`src/rtl/score_keeper.sv`:
```
// ----------------------------------------------------------------------------
// score_keeper
//
// Snake-game score unit. Counts food events directly in packed BCD, keeps a
// session high score and drives a DIGITS-wide multiplexed 7-segment display
// with leading-zero blanking. In game-over the display alternates between the
// score and the high score.
//
// Parameters
//   DIGITS    BCD digits of score, high score and display (1..8)
//   POINTS    BCD value added per food event (1..9)
//   GAME_RUN  game_state encoding meaning "running"
//   SCAN_BITS refresh counter width; display digit advances on each wrap
//   ALT_BITS  alternation counter width; score/high view toggles on each wrap
//
// Ports
//   clk         in   1          system clock, rising edge
//   rst         in   1          asynchronous active-low reset
//   game_state  in   2          game FSM state
//   get_food    in   1          asynchronous food strobe, event on falling edge
//   clr_high    in   1          synchronous clear of the high score
//   AN          out  DIGITS     digit enables, active-low, AN[0] = LS digit
//   SEG         out  8          segments active-low, SEG[6:0] = g..a, SEG[7] = dp
//   score_bcd   out  4*DIGITS   current score, packed BCD
//   high_bcd    out  4*DIGITS   session high score, packed BCD
//   new_high    out  1          high score updated since the last clear
//   overflow    out  1          sticky, score saturated at all nines
// ----------------------------------------------------------------------------
module score_keeper #(
    parameter int unsigned DIGITS    = 4,
    parameter int unsigned POINTS    = 1,
    parameter logic [1:0]  GAME_RUN  = 2'b00,
    parameter int unsigned SCAN_BITS = 17,
    parameter int unsigned ALT_BITS  = 26
) (
    input  logic                  clk,
    input  logic                  rst,
    input  logic [1:0]            game_state,
    input  logic                  get_food,
    input  logic                  clr_high,
    output logic [DIGITS-1:0]     AN,
    output logic [7:0]            SEG,
    output logic [4*DIGITS-1:0]   score_bcd,
    output logic [4*DIGITS-1:0]   high_bcd,
    output logic                  new_high,
    output logic                  overflow
);

    localparam int unsigned     W         = 4 * DIGITS;
    localparam int unsigned     IDX_W     = (DIGITS > 1) ? $clog2(DIGITS) : 1;
    localparam logic [W-1:0]    ALL_NINES = {DIGITS{4'h9}};
    localparam logic [IDX_W-1:0] IDX_LAST = IDX_W'(DIGITS - 1);

    // ------------------------------------------------------------------------
    // Food strobe synchroniser and falling-edge detector
    // ------------------------------------------------------------------------
    logic food_s1_q, food_s2_q, food_hist_q;
    logic food_fall;
    logic food_ev_q;

    // NOTE: sequential state is always assigned with <= so every flop samples
    // the pre-edge values of the others; blocking here would collapse the chain.
    always_ff @(posedge clk or negedge rst) begin
        if (!rst) begin
            food_s1_q   <= 1'b1;
            food_s2_q   <= 1'b1;
            food_hist_q <= 1'b1;
            food_ev_q   <= 1'b0;
        end else begin
            food_s1_q   <= get_food;
            food_s2_q   <= food_s1_q;
            food_hist_q <= food_s2_q;
            food_ev_q   <= food_fall;
        end
    end

    // Synchronised level is low and was high one cycle earlier.
    assign food_fall = !food_s2_q && food_hist_q;

    // ------------------------------------------------------------------------
    // Run detection
    // ------------------------------------------------------------------------
    logic run;
    logic run_d_q;
    logic game_start;

    assign run        = (game_state == GAME_RUN);
    assign game_start = run && !run_d_q;

    always_ff @(posedge clk or negedge rst) begin
        if (!rst) begin
            run_d_q <= 1'b0;
        end else begin
            run_d_q <= run;
        end
    end

    // ------------------------------------------------------------------------
    // BCD adder: score + POINTS, rippling a decimal carry digit by digit
    // ------------------------------------------------------------------------
    logic [W-1:0] score_q, score_d;
    logic [W-1:0] sum_bcd;
    logic         sum_carry;

    // NOTE: every variable written here gets a default first so no path can
    // leave it unassigned and infer a latch.
    always_comb begin
        logic [4:0] dsum;
        logic       carry;
        sum_bcd = '0;
        dsum    = '0;
        carry   = 1'b0;
        for (int i = 0; i < int'(DIGITS); i++) begin
            dsum = {1'b0, score_q[4*i +: 4]} + {4'd0, carry}
                 + ((i == 0) ? 5'(POINTS) : 5'd0);
            if (dsum > 5'd9) begin
                sum_bcd[4*i +: 4] = 4'(dsum - 5'd10);
                carry             = 1'b1;
            end else begin
                sum_bcd[4*i +: 4] = dsum[3:0];
                carry             = 1'b0;
            end
        end
        sum_carry = carry;
    end

    // ------------------------------------------------------------------------
    // Score register: game start clears, counted events add, otherwise hold
    // ------------------------------------------------------------------------
    logic overflow_q, overflow_d;
    logic scored_q, scored_d;

    always_comb begin
        score_d    = score_q;
        overflow_d = overflow_q;
        scored_d   = 1'b0;
        if (game_start) begin
            // An event coinciding with game start is intentionally dropped.
            score_d    = '0;
            overflow_d = 1'b0;
        end else if (food_ev_q && run) begin
            scored_d = 1'b1;
            if (sum_carry) begin
                score_d    = ALL_NINES;
                overflow_d = 1'b1;
            end else begin
                score_d = sum_bcd;
            end
        end
    end

    // NOTE: the high score is deliberately reset along with everything else;
    // it is a session value and is not retained across reset.
    always_ff @(posedge clk or negedge rst) begin
        if (!rst) begin
            score_q    <= '0;
            overflow_q <= 1'b0;
            scored_q   <= 1'b0;
        end else begin
            score_q    <= score_d;
            overflow_q <= overflow_d;
            scored_q   <= scored_d;
        end
    end

    // ------------------------------------------------------------------------
    // High score: compared one cycle after each counted event. Packed BCD
    // orders the same way as the decimal value, so a plain compare works.
    // ------------------------------------------------------------------------
    logic [W-1:0] high_q, high_d;
    logic         new_high_q, new_high_d;

    always_comb begin
        high_d     = high_q;
        new_high_d = new_high_q;
        if (clr_high) begin
            high_d     = '0;
            new_high_d = 1'b0;
        end else if (scored_q && (score_q > high_q)) begin
            high_d     = score_q;
            new_high_d = 1'b1;
        end
    end

    always_ff @(posedge clk or negedge rst) begin
        if (!rst) begin
            high_q     <= '0;
            new_high_q <= 1'b0;
        end else begin
            high_q     <= high_d;
            new_high_q <= new_high_d;
        end
    end

    // ------------------------------------------------------------------------
    // Digit scan: refresh counter, digit index advances on counter wrap
    // ------------------------------------------------------------------------
    logic [SCAN_BITS-1:0] scan_cnt_q;
    logic [IDX_W-1:0]     idx_q, idx_d;
    logic                 scan_wrap;

    assign scan_wrap = &scan_cnt_q;

    always_comb begin
        idx_d = idx_q;
        if (scan_wrap) begin
            idx_d = (idx_q == IDX_LAST) ? '0 : idx_q + IDX_W'(1);
        end
    end

    always_ff @(posedge clk or negedge rst) begin
        if (!rst) begin
            scan_cnt_q <= '0;
            idx_q      <= '0;
        end else begin
            scan_cnt_q <= scan_cnt_q + SCAN_BITS'(1);
            idx_q      <= idx_d;
        end
    end

    // ------------------------------------------------------------------------
    // Score/high alternation, held at "score" for the whole running phase so
    // every game-over display starts on the score.
    // ------------------------------------------------------------------------
    logic [ALT_BITS-1:0] alt_cnt_q;
    logic                show_high_q;

    always_ff @(posedge clk or negedge rst) begin
        if (!rst) begin
            alt_cnt_q   <= '0;
            show_high_q <= 1'b0;
        end else if (run) begin
            alt_cnt_q   <= '0;
            show_high_q <= 1'b0;
        end else begin
            alt_cnt_q <= alt_cnt_q + ALT_BITS'(1);
            if (&alt_cnt_q) begin
                show_high_q <= !show_high_q;
            end
        end
    end

    // ------------------------------------------------------------------------
    // Display source, blanking and segment decode
    // ------------------------------------------------------------------------
    function automatic logic [7:0] seg_decode(input logic [3:0] nib);
        logic [7:0] seg;
        case (nib)
            4'd0:    seg = 8'hC0;
            4'd1:    seg = 8'hF9;
            4'd2:    seg = 8'hA4;
            4'd3:    seg = 8'hB0;
            4'd4:    seg = 8'h99;
            4'd5:    seg = 8'h92;
            4'd6:    seg = 8'h82;
            4'd7:    seg = 8'hF8;
            4'd8:    seg = 8'h80;
            4'd9:    seg = 8'h90;
            default: seg = 8'hFF;
        endcase
        return seg;
    endfunction

    logic [W-1:0]      src_bcd;
    logic [DIGITS-1:0] shown;
    logic [3:0]        sel_nib;
    logic              sel_shown;
    logic [DIGITS-1:0] an_q, an_d;
    logic [7:0]        seg_q, seg_d;

    assign src_bcd = (run || !show_high_q) ? score_q : high_q;

    // A digit is lit if it or any higher digit is nonzero; digit 0 always is.
    always_comb begin
        logic seen;
        seen  = 1'b0;
        shown = '0;
        for (int i = int'(DIGITS) - 1; i >= 0; i--) begin
            seen     = seen | (src_bcd[4*i +: 4] != 4'd0);
            shown[i] = seen || (i == 0);
        end
    end

    assign sel_nib   = src_bcd[4*idx_q +: 4];
    assign sel_shown = shown[idx_q];

    always_comb begin
        an_d  = ~(DIGITS'(1) << idx_q);
        seg_d = sel_shown ? seg_decode(sel_nib) : 8'hFF;
    end

    always_ff @(posedge clk or negedge rst) begin
        if (!rst) begin
            an_q  <= '1;
            seg_q <= 8'hFF;
        end else begin
            an_q  <= an_d;
            seg_q <= seg_d;
        end
    end

    // ------------------------------------------------------------------------
    // Outputs
    // ------------------------------------------------------------------------
    assign AN        = an_q;
    assign SEG       = seg_q;
    assign score_bcd = score_q;
    assign high_bcd  = high_q;
    assign new_high  = new_high_q;
    assign overflow  = overflow_q;

endmodule

```
`config.mk`:
```
export PLATFORM = sky130hd
export DESIGN_NAME = score_keeper
export DESIGN_NICKNAME = d
export VERILOG_FILES = /design/src/rtl/score_keeper.sv
export SDC_FILE = /design/constraint.sdc
export NUM_CORES = 1
export LEC_CHECK = 0
export CORE_MARGIN = 5
export CORE_UTILIZATION = 52
export CTS_BUF_LIST = sky130_fd_sc_hd__clkbuf_16
export DETAILED_ROUTE_END_ITERATION = 10
export GPL_TIMING_DRIVEN = 0
export HOLD_SLACK_MARGIN = 0.1
export PLACE_DENSITY = 0.73
export SLEW_MARGIN = 10
export SYNTH_ARGS = -nofsm -noshare
export SYNTH_HDL_FRONTEND = slang
export SYNTH_SLANG_ARGS = --single-unit
```
`constraint.sdc`:
```
create_clock -name clk -period 5.7 [get_ports clk]
set_input_delay 1.14 -clock clk [delete_from_list [all_inputs] [get_ports clk]]
set_output_delay 1.14 -clock clk [all_outputs]
set_load 0.02 [all_outputs]
```
# --- Word-level counts from Yosys, hierarchy flattened ---
# Memories as Yosys holds them, arrays and structs flattened.
# Cells that the tools add are included.
totals:
  romBits: 112
  regBits: 98
  in_bits: 6
  elab_cells: 87
  output_inout_bits: 46
  n_memories: 1
classes:
  eq_ne: 1
  add_sub_neg: 11
  reduce_logical: 19
  magnitude_cmp: 6
  n_bitwise: 3
  shifts: 2
  muxes: 28
memory_table:
  columns: ["memory", "depth", "width", "read_ports", "rd_clocked_by_memory_dff", "wr", "line", "text"]
  rows:
  - ["(no name shown)", 16, 7, 1, 0, 0, "248", "case (nib)"]
op_table:
  columns: ["operator", "n"]
  rows:
  - ["$mux 16", 6]
  - ["$add 26x1->26 const B", 1]
  - ["$mux 26", 1]
  - ["$reduce_and 26->1", 1]
  - ["$gt 5x4->1 const B", 4]
  - ["$add 17x1->17 const B", 1]
  - ["$reduce_and 17->1", 1]
  - ["$gt 16x16->1", 1]
  - ["$mux 4", 4]
  - ["$shiftx 16x5->4", 1]
  - ["$sub 4x4->4 const B", 4]
  - ["$add 4x1->5", 3]
  - ["$mux 1", 14]
  - ["$reduce_bool 4->1", 3]
  - ["$mux 8", 1]
  - ["$reduce_bool 2->1", 4]
  - ["$add 4x1->5 const B", 1]
  - ["$logic_and 1x1->1", 4]
  - ["$not 4->4", 1]
  - ["$shl 1x2->4 const A", 1]
  - ["$logic_not 1->1", 3]
  - ["$lt 2x3->1 const B", 1]
  - ["$add 2x1->2 const B", 1]
  - ["$bmux 1 s2", 1]
  - ["other kinds (6)", 7]

# --- Longest topological paths before layout ---
# Gate-level depths: netlist (run 1).
depth:
  depth_word: 15
  mapped_depth: 29
  ltp_nobuf: 29

# --- Least setup slack after synthesis (run 1) ---
# Ideal clock, no wire load.
synth_path:
  kind: "register -> register"
  start: "register score_q[0], in the netlist score_bcd[0]"
  end: "register score_q[2], in the netlist score_bcd[2]"
  path_stages_with_launch: 30
  n_path_buf: 1
  path_slack_ns: -0.155
  period_less_slack_ns: 5.855
  arrival_time_ns: 5.729
  t_required_ns: 5.574
  setup_time_ns: 0.126
  path_cell_list: "dfrtp_1 > inv_1 > ha_1 > inv_1 > ha_1 > nand2b_1 > a21o_1 > a31oi_1 > o21ai_0 > inv_1 > ha_1 > ha_1 > inv_1 > a21oi_1 > o22ai_1 > a21oi_1 > ha_1 > ha_1 > clkbuf_1 > nand3b_1 > o22ai_1 > a21oi_1 > ha_1 > ha_1 > nand2b_1 > a41oi_1 > a21oi_1 > nor2_1 > and4b_1 > a221o_1"
synth_via:
  elab_chain_cells: 15
  elab_cells_between_ends: 17
  cone_classes: "5 x add/sub; 4 x order compare; 8 x mux"
synth_rtl:
  columns: ["item", "line", "text"]
  rows:
  - ["start, declared", "101", "logic [W-1:0] score_q, score_d;"]
  - ["start signal, assigned", "160", "score_q <= score_d;"]
  - ["$add 4x1->5 *", "115", "+ ((i == 0) ? 5'(POINTS) : 5'd0);"]
  - ["$gt 5x4->1", "116", "if (dsum > 5'd9) begin"]
  - ["$mux 1", "116", null]
  - ["$add 4x1->5", "114", "dsum = {1'b0, score_q[4*i +: 4]} + {4'd0, carry}"]
  - ["$gt 5x4->1", "116", null]
  - ["$mux 1", "116", null]
  - ["$add 4x1->5", "114", null]
  - ["$gt 5x4->1", "116", null]
  - ["$mux 1", "116", null]
  - ["$add 4x1->5", "114", null]
  - ["$gt 5x4->1", "116", null]
  - ["$mux 1", "116", null]
  - ["$mux 16 *", "143", "if (sum_carry) begin"]
  - ["$mux 16 *", "141", "end else if (food_ev_q && run) begin"]
  - ["$mux 16 *", "137", "if (game_start) begin"]
# Mark *: on every way between the ends. The rest lies on a longest branch, timed or not. The select of a mux whose other input is x is not followed.
# A chain may end at the register's enable or synchronous reset.

# --- Worst setup path in the final report (run 1) ---
# Ends and elaborated chain as after synthesis.

==> PnR_summary.wiki, run 1 <==
{| class="wikitable"
! Metric !! Value
|-
| Final non-filler cell total || 753
|-
| Antenna violations before repair || 0
|-
| Wire length of the first global-routing pass || 21.10 mm
|-
| Number of nets in the finished design || 657
|-
| CTS buffer count || 9
|-
| End of the worst register-to-register path || score_bcd[2]
|-
| Number of hold violations in the final report || 0
|-
| Die height || 113.0 um
|-
| Most frequent cell after synthesis || dfrtp_1
|-
| Antenna Violating Nets Remaining || 0
|-
| Slowest stage cell, crit path || dfrtp_2
|-
| Type of the most critical hold path || reg2reg
|-
| Share of the yosys chip area belonging to registers || 0.4433
|-
| Peak supply drop || 258.4 uV
|-
| Leading register cell type out of synthesis || dfrtp_1
|-
| Final setup violation count || 0
|-
| Via density per instance || 5.717
|-
| Die X-Extent || 113.0 um
|-
| Total via count in the routed design || 4305
|-
| Global router's overall resource usage || 0.2039
|-
| Library cell with the largest summed area after synthesis || dfrtp_1
|-
| Element type at the critical path start || register
|-
| Post-synth top area share || 0.3766
|-
| FF+latch count, synth || 97
|-
| Clk_lat worst skew || 0.35 ns
|-
| Count of boundary I/O pins || 52
|-
| Critical R2R Launch || score_bcd[0]
|-
| Detailed router's first-iteration violation count || 279
|-
| Share of total power in the clock network || 0.451
|-
| Antenna Cells || 0
|-
| Proportion of layout cells with a drive suffix above 1 || 0.1248
|-
| Fin worst setup slack || 0.2503 ns
|-
| Cell type with the highest occurrence count on the critical path || ha_1
|-
| Data required time of the worst path || 5.93 ns
|-
| Top cells by instance count after synthesis || dfrtp_1 (83), ha_1 (39), nand2b_1 (39)
|-
| Syn Area/Cell || 10.18 um^2
|-
| Die outline area || 12770 um^2
|-
| Pin count of the biggest net entering global routing || 51
|-
| Final setup TNS || 0 ns
|-
| Clock root buffer || clkbuf_16
|-
| Count of hold buffers inserted by post-cts repair || 0
|-
| CTS clock-pin slew for the worst setup and hold paths || 0.08 ns
|-
| Synthesis-to-layout area growth || 20.78%
|-
| CTS tree || yes
|-
| Clock sink count || 97
|-
| Internal portion of total power || 1128 uW
|-
| Switching power || 328.2 uW
|-
| Post-Place Worst Slack || -0.7379 ns
|-
| Rel. slew slack || 0.4196
|-
| Biggest cell delay along the critical path || 0.44 ns
|-
| Port-buffer cells || 50
|-
| Shortest clock period the worst path allows after layout || 5.450 ns
|-
| Element type at the critical path end || register
|-
| Grt total ovfl || 0
|-
| Number of distinct library cells after synthesis || 55
|-
| Max Slew Vio Count || 0
|-
| Nets in the synthesized netlist || 587
|-
| Arr. time, crit path || 5.68 ns
|-
| Run status || complete, no violations
|-
| Achievable clock frequency || 183.5 MHz
|-
| Number of max-cap violations || 0
|-
| Proportion of synthesized flip-flops having asynchronous set or reset || 1.000
|-
| Placement Rows || 37
|-
| Buffers from clock root to sink, at most || 2
|-
| Register-to-register path setup slack || 0.25 ns
|-
| Level count of the clock H-tree || 3
|-
| Cell Area, Synth || 5515 um^2
|-
| Core Area || 10320 um^2
|-
| Global placer's final weighted congestion || 0.8778
|-
| Startpoint-to-endpoint class of the critical path || reg2reg
|-
| Post-detailed-placement half-perimeter wirelength || 8.802 mm
|-
| Ranking of synthesized cells by area || dfrtp_1 (38%), ha_1 (8.8%), dfstp_2 (6.7%)
|-
| Critical path startpoint || score_bcd[0]
|-
| Number of DRC violations after detailed routing || 0
|-
| Number of warnings printed during yosys synthesis || 0
|-
| Count of flip-flops with a built-in enable after synthesis || 0
|-
| Vias in the first global route || 4356
|-
| Gate count after technology mapping || 542
|-
| Fraction of power consumed by sequential logic || 0.494
|-
| Worst-case reg-to-reg path depth || 29
|-
| Worst Tran Pin Value || 0.8648 ns
|-
| Starting Density || 0.5342
|-
| P_leak || 0.002902 uW
|-
| Post-detailed-route wirelength per cell || 16.87 um
|-
| Worst hold-check slack || 0.3574 ns
|-
| Worst Setup EP || score_bcd[2]
|-
| Number of detailed-routing iterations run before antenna repair || 4
|-
| Crit path max fanout || 6
|-
| Sw Ratio || 0.2254
|-
| Power density over the cells || 218.6 nW/um^2
|-
| Cell total after placement || 729
|-
| Final Skew || 0.01441 ns
|-
| Combinational share of power || 0.055
|-
| Share of the clock period used by the worst path || 0.9561
|-
| Wire length reported by the detailed router || 12.70 mm
|}
-- cells in the final DEF, fill, tap and decap left out, types with 7 or more instances in the layout --
| cell | instances |
|---|---|
| nand2_1 | 35 |
| a21o_1 | 7 |
| clkdlybuf4s50_1 | 49 |
| xor2_1 | 24 |
| buf_4 | 13 |
| ha_1 | 37 |
| a21oi_1 | 17 |
| dfstp_2 | 14 |
| nand4_1 | 14 |
| dfrtp_1 | 81 |
| xnor2_1 | 21 |
| clkbuf_16 | 9 |
| mux2i_1 | 21 |
| clkbuf_1 | 10 |
| inv_1 | 37 |
| nand3_1 | 23 |
| nor2_1 | 35 |
| nand2b_1 | 38 |
| o21ai_0 | 22 |
-- power by group through the flow --
stage	registers [uW]	clock network (uW)	logic (uW)
2_1_floorplan	732	0	39.1
3_3_place_gp	731	0	73.3
3_5_place_dp	731	0	77.7
4_1_cts	719	672	77.9
5_1_grt	722	708	89.9
6_report	719	657	80.1
-- cells by family (layout without fill, tap and decap cells) --
kind of cell             count (synthesis)  after routing  share of synthesized area
adder cells (fa/ha/maj)                 39             39                    0.08848
multiplexers                            36             36                    0.08167
XOR/XNOR                                45             45                    0.07146
AND/OR/NAND/NOR                        180            180                     0.1695
flip-flops                              97             97                     0.4433
AO/OA/AOI/OAI                           87             87                     0.1030
other                                    1              1                  0.0006799
buffers and inverters                   57            132                    0.04197
-- worst max-delay path: cells and delay by family (launching register included) --
family / cells / cell delay, ns
DFF: 1 / 0.44
AOI/OAI and AO/OA: 12 / 1.85
and+or+nand+nor: 4 / 0.51
buffers and inverters: 5 / 0.48
adders and majority gates: 8 / 2.10
-- sequential cells by signal, summed over array words and instances (netlist names) --
signal,count
scored_q,1
scan_cnt_q,17
AN,4
overflow,1
show_high_q,1
new_high,1
food_hist_q,1
food_s1_q,1
high_bcd,16
food_ev_q,1
score_bcd,16
idx_q,2
SEG,7
run_d_q,1
food_s2_q,1
alt_cnt_q,26
-- worst min-delay path by stage --
stage / depth (start not counted) / to / slack (ns) / start
global route: 0 / food_s2_q / 0.37 / food_s1_q
CTS: 0 / food_s2_q / 0.36 / food_s1_q
floorplan: 0 / food_s2_q / 0.35 / food_s1_q
finish: 0 / food_s2_q / 0.36 / food_s1_q
detailed placement: 0 / food_s2_q / 0.35 / food_s1_q
global placement: 0 / food_s2_q / 0.35 / food_s1_q
-- area by class of cell --
| type | instances | area (um^2) |
|---|---|---|
| fill | 810 | 3662 |
| multi-input combinational | 388 | 2894 |
| sequential | 97 | 2447 |
| timing repair buffer | 61 | 600.6 |
| clock buffer | 9 | 225.2 |
| tap | 136 | 170.2 |
| inverter | 40 | 150.1 |
| clock inverter | 7 | 100.1 |
| buffer | 15 | 73.82 |
-- what timing repair did --
item	4_1_cts	5_1_grt
gates resized for setup	8	5
buffers inserted	4	6
gates cloned	0	0
pin swaps	0	1
endpoints found under the setup margin	16	16
-- through the flow --
step	area, um^2	util	power, uW
after floorplan	5519	-	771.2
after global placement	6190	0.5996	804.6
after detailed placement	6215	0.6020	809.0
after CTS	6593	0.6386	1470
after global routing	6661	0.6453	1519
final	6661	0.6453	1456
-- metal layers --
layer  global-route usage  up-vias  wire [um]
met5                    0        -          0
met4              0.08333        0        218
met3              0.04332       26        782
met2               0.3444      142       6351
met1               0.2548     2112       5349
li1                     -     2025          -
Power figures use the tool's default switching activity.
==> run 2: changes to the inputs <==
- RECOVER_POWER: not set -> 25
==> PnR_summary.wiki, run 2 (synthesis gave the netlist of run 1 again) <==
{| class="wikitable"
! Metric !! Value
|-
| Power density over the cells || 219.0 nW/um^2
|-
| Fin worst setup slack || 0.2432 ns
|-
| Largest registers in the final layout || alt_cnt_q (26), scan_cnt_q (17)
|-
| Placement Rows || 37
|-
| Element type at the critical path start || register
|-
| Antenna Cells || 0
|-
| CTS tree || yes
|-
| Grt total ovfl || 0
|-
| Post-Place Worst Slack || -0.7379 ns
|-
| Die outline area || 12770 um^2
|-
| Busiest layer in global routing || met2
|-
| Peak supply drop || 257.3 uV
|-
| Slowest stage cell, crit path || dfrtp_2
|-
| Post-detailed-route wirelength per cell || 16.87 um
|-
| Type of the most critical hold path || reg2reg
|-
| Fillcell total || 812
|-
| Clock root buffer || clkbuf_16
|-
| Met1 Use GR || 0.2548
|-
| Total power after layout || 1456 uW
|-
| Detailed router's first-iteration violation count || 296
|-
| Antenna Violating Nets Remaining || 0
|-
| Proportion of layout cells with a drive suffix above 1 || 0.1183
|-
| Data required time of the worst path || 5.98 ns
|-
| Count of hold buffers inserted by post-cts repair || 0
|-
| Met3 Resource Use GR || 0.04332
|-
| Total via count in the routed design || 4302
|-
| Global router's overall resource usage || 0.2039
|-
| Largest register by flop count || alt_cnt_q
|-
| Rel. slew slack || -0.8286
|-
| Count of boundary I/O pins || 52
|-
| Number of DRC violations after detailed routing || 0
|-
| Clock sink count || 97
|-
| Cell type with the highest occurrence count on the critical path || ha_1
|-
| Vias in the first global route || 4356
|-
| Met2 track utilization from global routing || 0.3444
|-
| Global placer's final weighted congestion || 0.8778
|-
| Port-buffer cells || 50
|-
| Wire length reported by the detailed router || 12.70 mm
|-
| Crit path max fanout || 7
|-
| Post-detailed-placement half-perimeter wirelength || 8.802 mm
|-
| Arr. time, crit path || 5.73 ns
|-
| Buffers from clock root to sink, at most || 2
|-
| Failing checks || max-capacitance violations, max-slew violations
|-
| Number of max-cap violations || 1
|-
| Number of hold violations in the final report || 0
|-
| Most frequent standard cell in the layout excluding fill and tap cells || dfrtp_1
|-
| Pin count of the biggest net entering global routing || 51
|-
| Core Area || 10320 um^2
|-
| Final Skew || 0.01511 ns
|-
| Starting Density || 0.5342
|-
| Max Slew Vio Count || 48
|-
| Number of detailed-routing iterations run before antenna repair || 5
|-
| Achievable clock frequency || 183.3 MHz
|-
| Wire length of the first global-routing pass || 21.10 mm
|-
| Share of the clock period used by the worst path || 0.9573
|-
| Synthesis-to-layout area growth || 20.58%
|-
| Die height || 113.0 um
|-
| Worst Tran Pin Value || 2.743 ns
|-
| Shortest clock period the worst path allows after layout || 5.457 ns
|-
| P_leak || 0.002892 uW
|-
| Level count of the clock H-tree || 3
|-
| Flip-flop count of the largest register, all copies and words added || 26
|-
| Element type at the critical path end || register
|-
| Antenna violations before repair || 0
|-
| Die X-Extent || 113.0 um
|-
| Number of nets in the finished design || 657
|-
| Clk_lat worst skew || 0.35 ns
|-
| Final setup violation count || 0
|-
| Via density per instance || 5.713
|-
| Commonest cells after routing, fill and taps aside || dfrtp_1 (81), clkdlybuf4s50_1 (48), inv_1 (38), nand2b_1 (38), ha_1 (37)
|-
| CTS clock-pin slew for the worst setup and hold paths || 0.07 ns
|-
| CTS buffer count || 9
|-
| Biggest cell delay along the critical path || 0.43 ns
|-
| Run status || finished with violations
|-
| Startpoint-to-endpoint class of the critical path || reg2reg
|}
==> run 2: per-layer routing <==
| layer | vias up | share of wire |
|---|---|---|
| met5 | - | 0 |
| met4 | 0 | 0.025 |
| met1 | 2088 | 0.42 |
| met2 | 157 | 0.49 |
| li1 | 2023 | - |
| met3 | 34 | 0.065 |
==> run 2: repair_timing <==
item	CTS	global route
gates resized for setup	8	5
pin swaps	0	1
setup buffers	4	6
setup endpoints to repair	16	16
endpoints found under the hold margin	0	0
==> run 2: area by class of cell <==
| class | count | area (um^2) | share of cell area |
|---|---|---|---|
| clock buffers | 9 | 225.2 | 0.03387 |
| multi-input cells | 388 | 2894 | 0.4352 |
| clock inverters | 7 | 100.1 | 0.01505 |
| flip-flops and latches | 97 | 2447 | 0.3680 |
| inverters | 40 | 150.1 | 0.02258 |
| well taps | 136 | 170.2 | 0.02559 |
| repair buffers | 61 | 596.8 | 0.08975 |
| plain buffers | 15 | 66.31 | 0.009972 |
==> run 2: path summary, 6_finish.rpt <==
check / end / cells past startpoint / slack [ns] / startpoint
min: food_s2_q / 0 / 0.36 / food_s1_q
min reg2reg: food_s2_q / 0 / 0.36 / food_s1_q
max: score_bcd[6] / 29 / 0.24 / score_bcd[0]
min in group asynchronous: score_bcd[9] / 1 / 1.67 / rst
max reg2reg: score_bcd[6] / 29 / 0.24 / score_bcd[0]
max in group asynchronous: score_bcd[0] / 1 / 2.27 / rst
==> run 2: power by group <==
group | switching, uW | internal [uW]
combinational | 46.9 | 33.1
clock | 268 | 389
sequential | 13.4 | 705
==> run 2: metrics by stage <==
stage / hold WS (ns) / area (um^2) / instances / setup TNS, ns / utilization
floorplan: 0.3452 / 5519 / 542 / 0 / -
global placement: 0.3468 / 6190 / 728 / -9.372 / 0.5996
detailed placement: 0.3481 / 6215 / 729 / -7.251 / 0.6020
CTS: 0.3587 / 6593 / 748 / 0 / 0.6386
global route: 0.3704 / 6650 / 753 / -0.3932 / 0.6442
finish: 0.3627 / 6650 / 753 / 0 / 0.6442
==> run 2: critical path: cells and delay by family, from the launching register on <==
family / cells / cell delay (ns)
AO/OA/AOI/OAI: 13 / 1.93
adder cells (fa/ha/maj): 8 / 2.14
buffers and inverters: 5 / 0.47
flip-flops: 1 / 0.43
AND/OR/NAND/NOR: 3 / 0.44
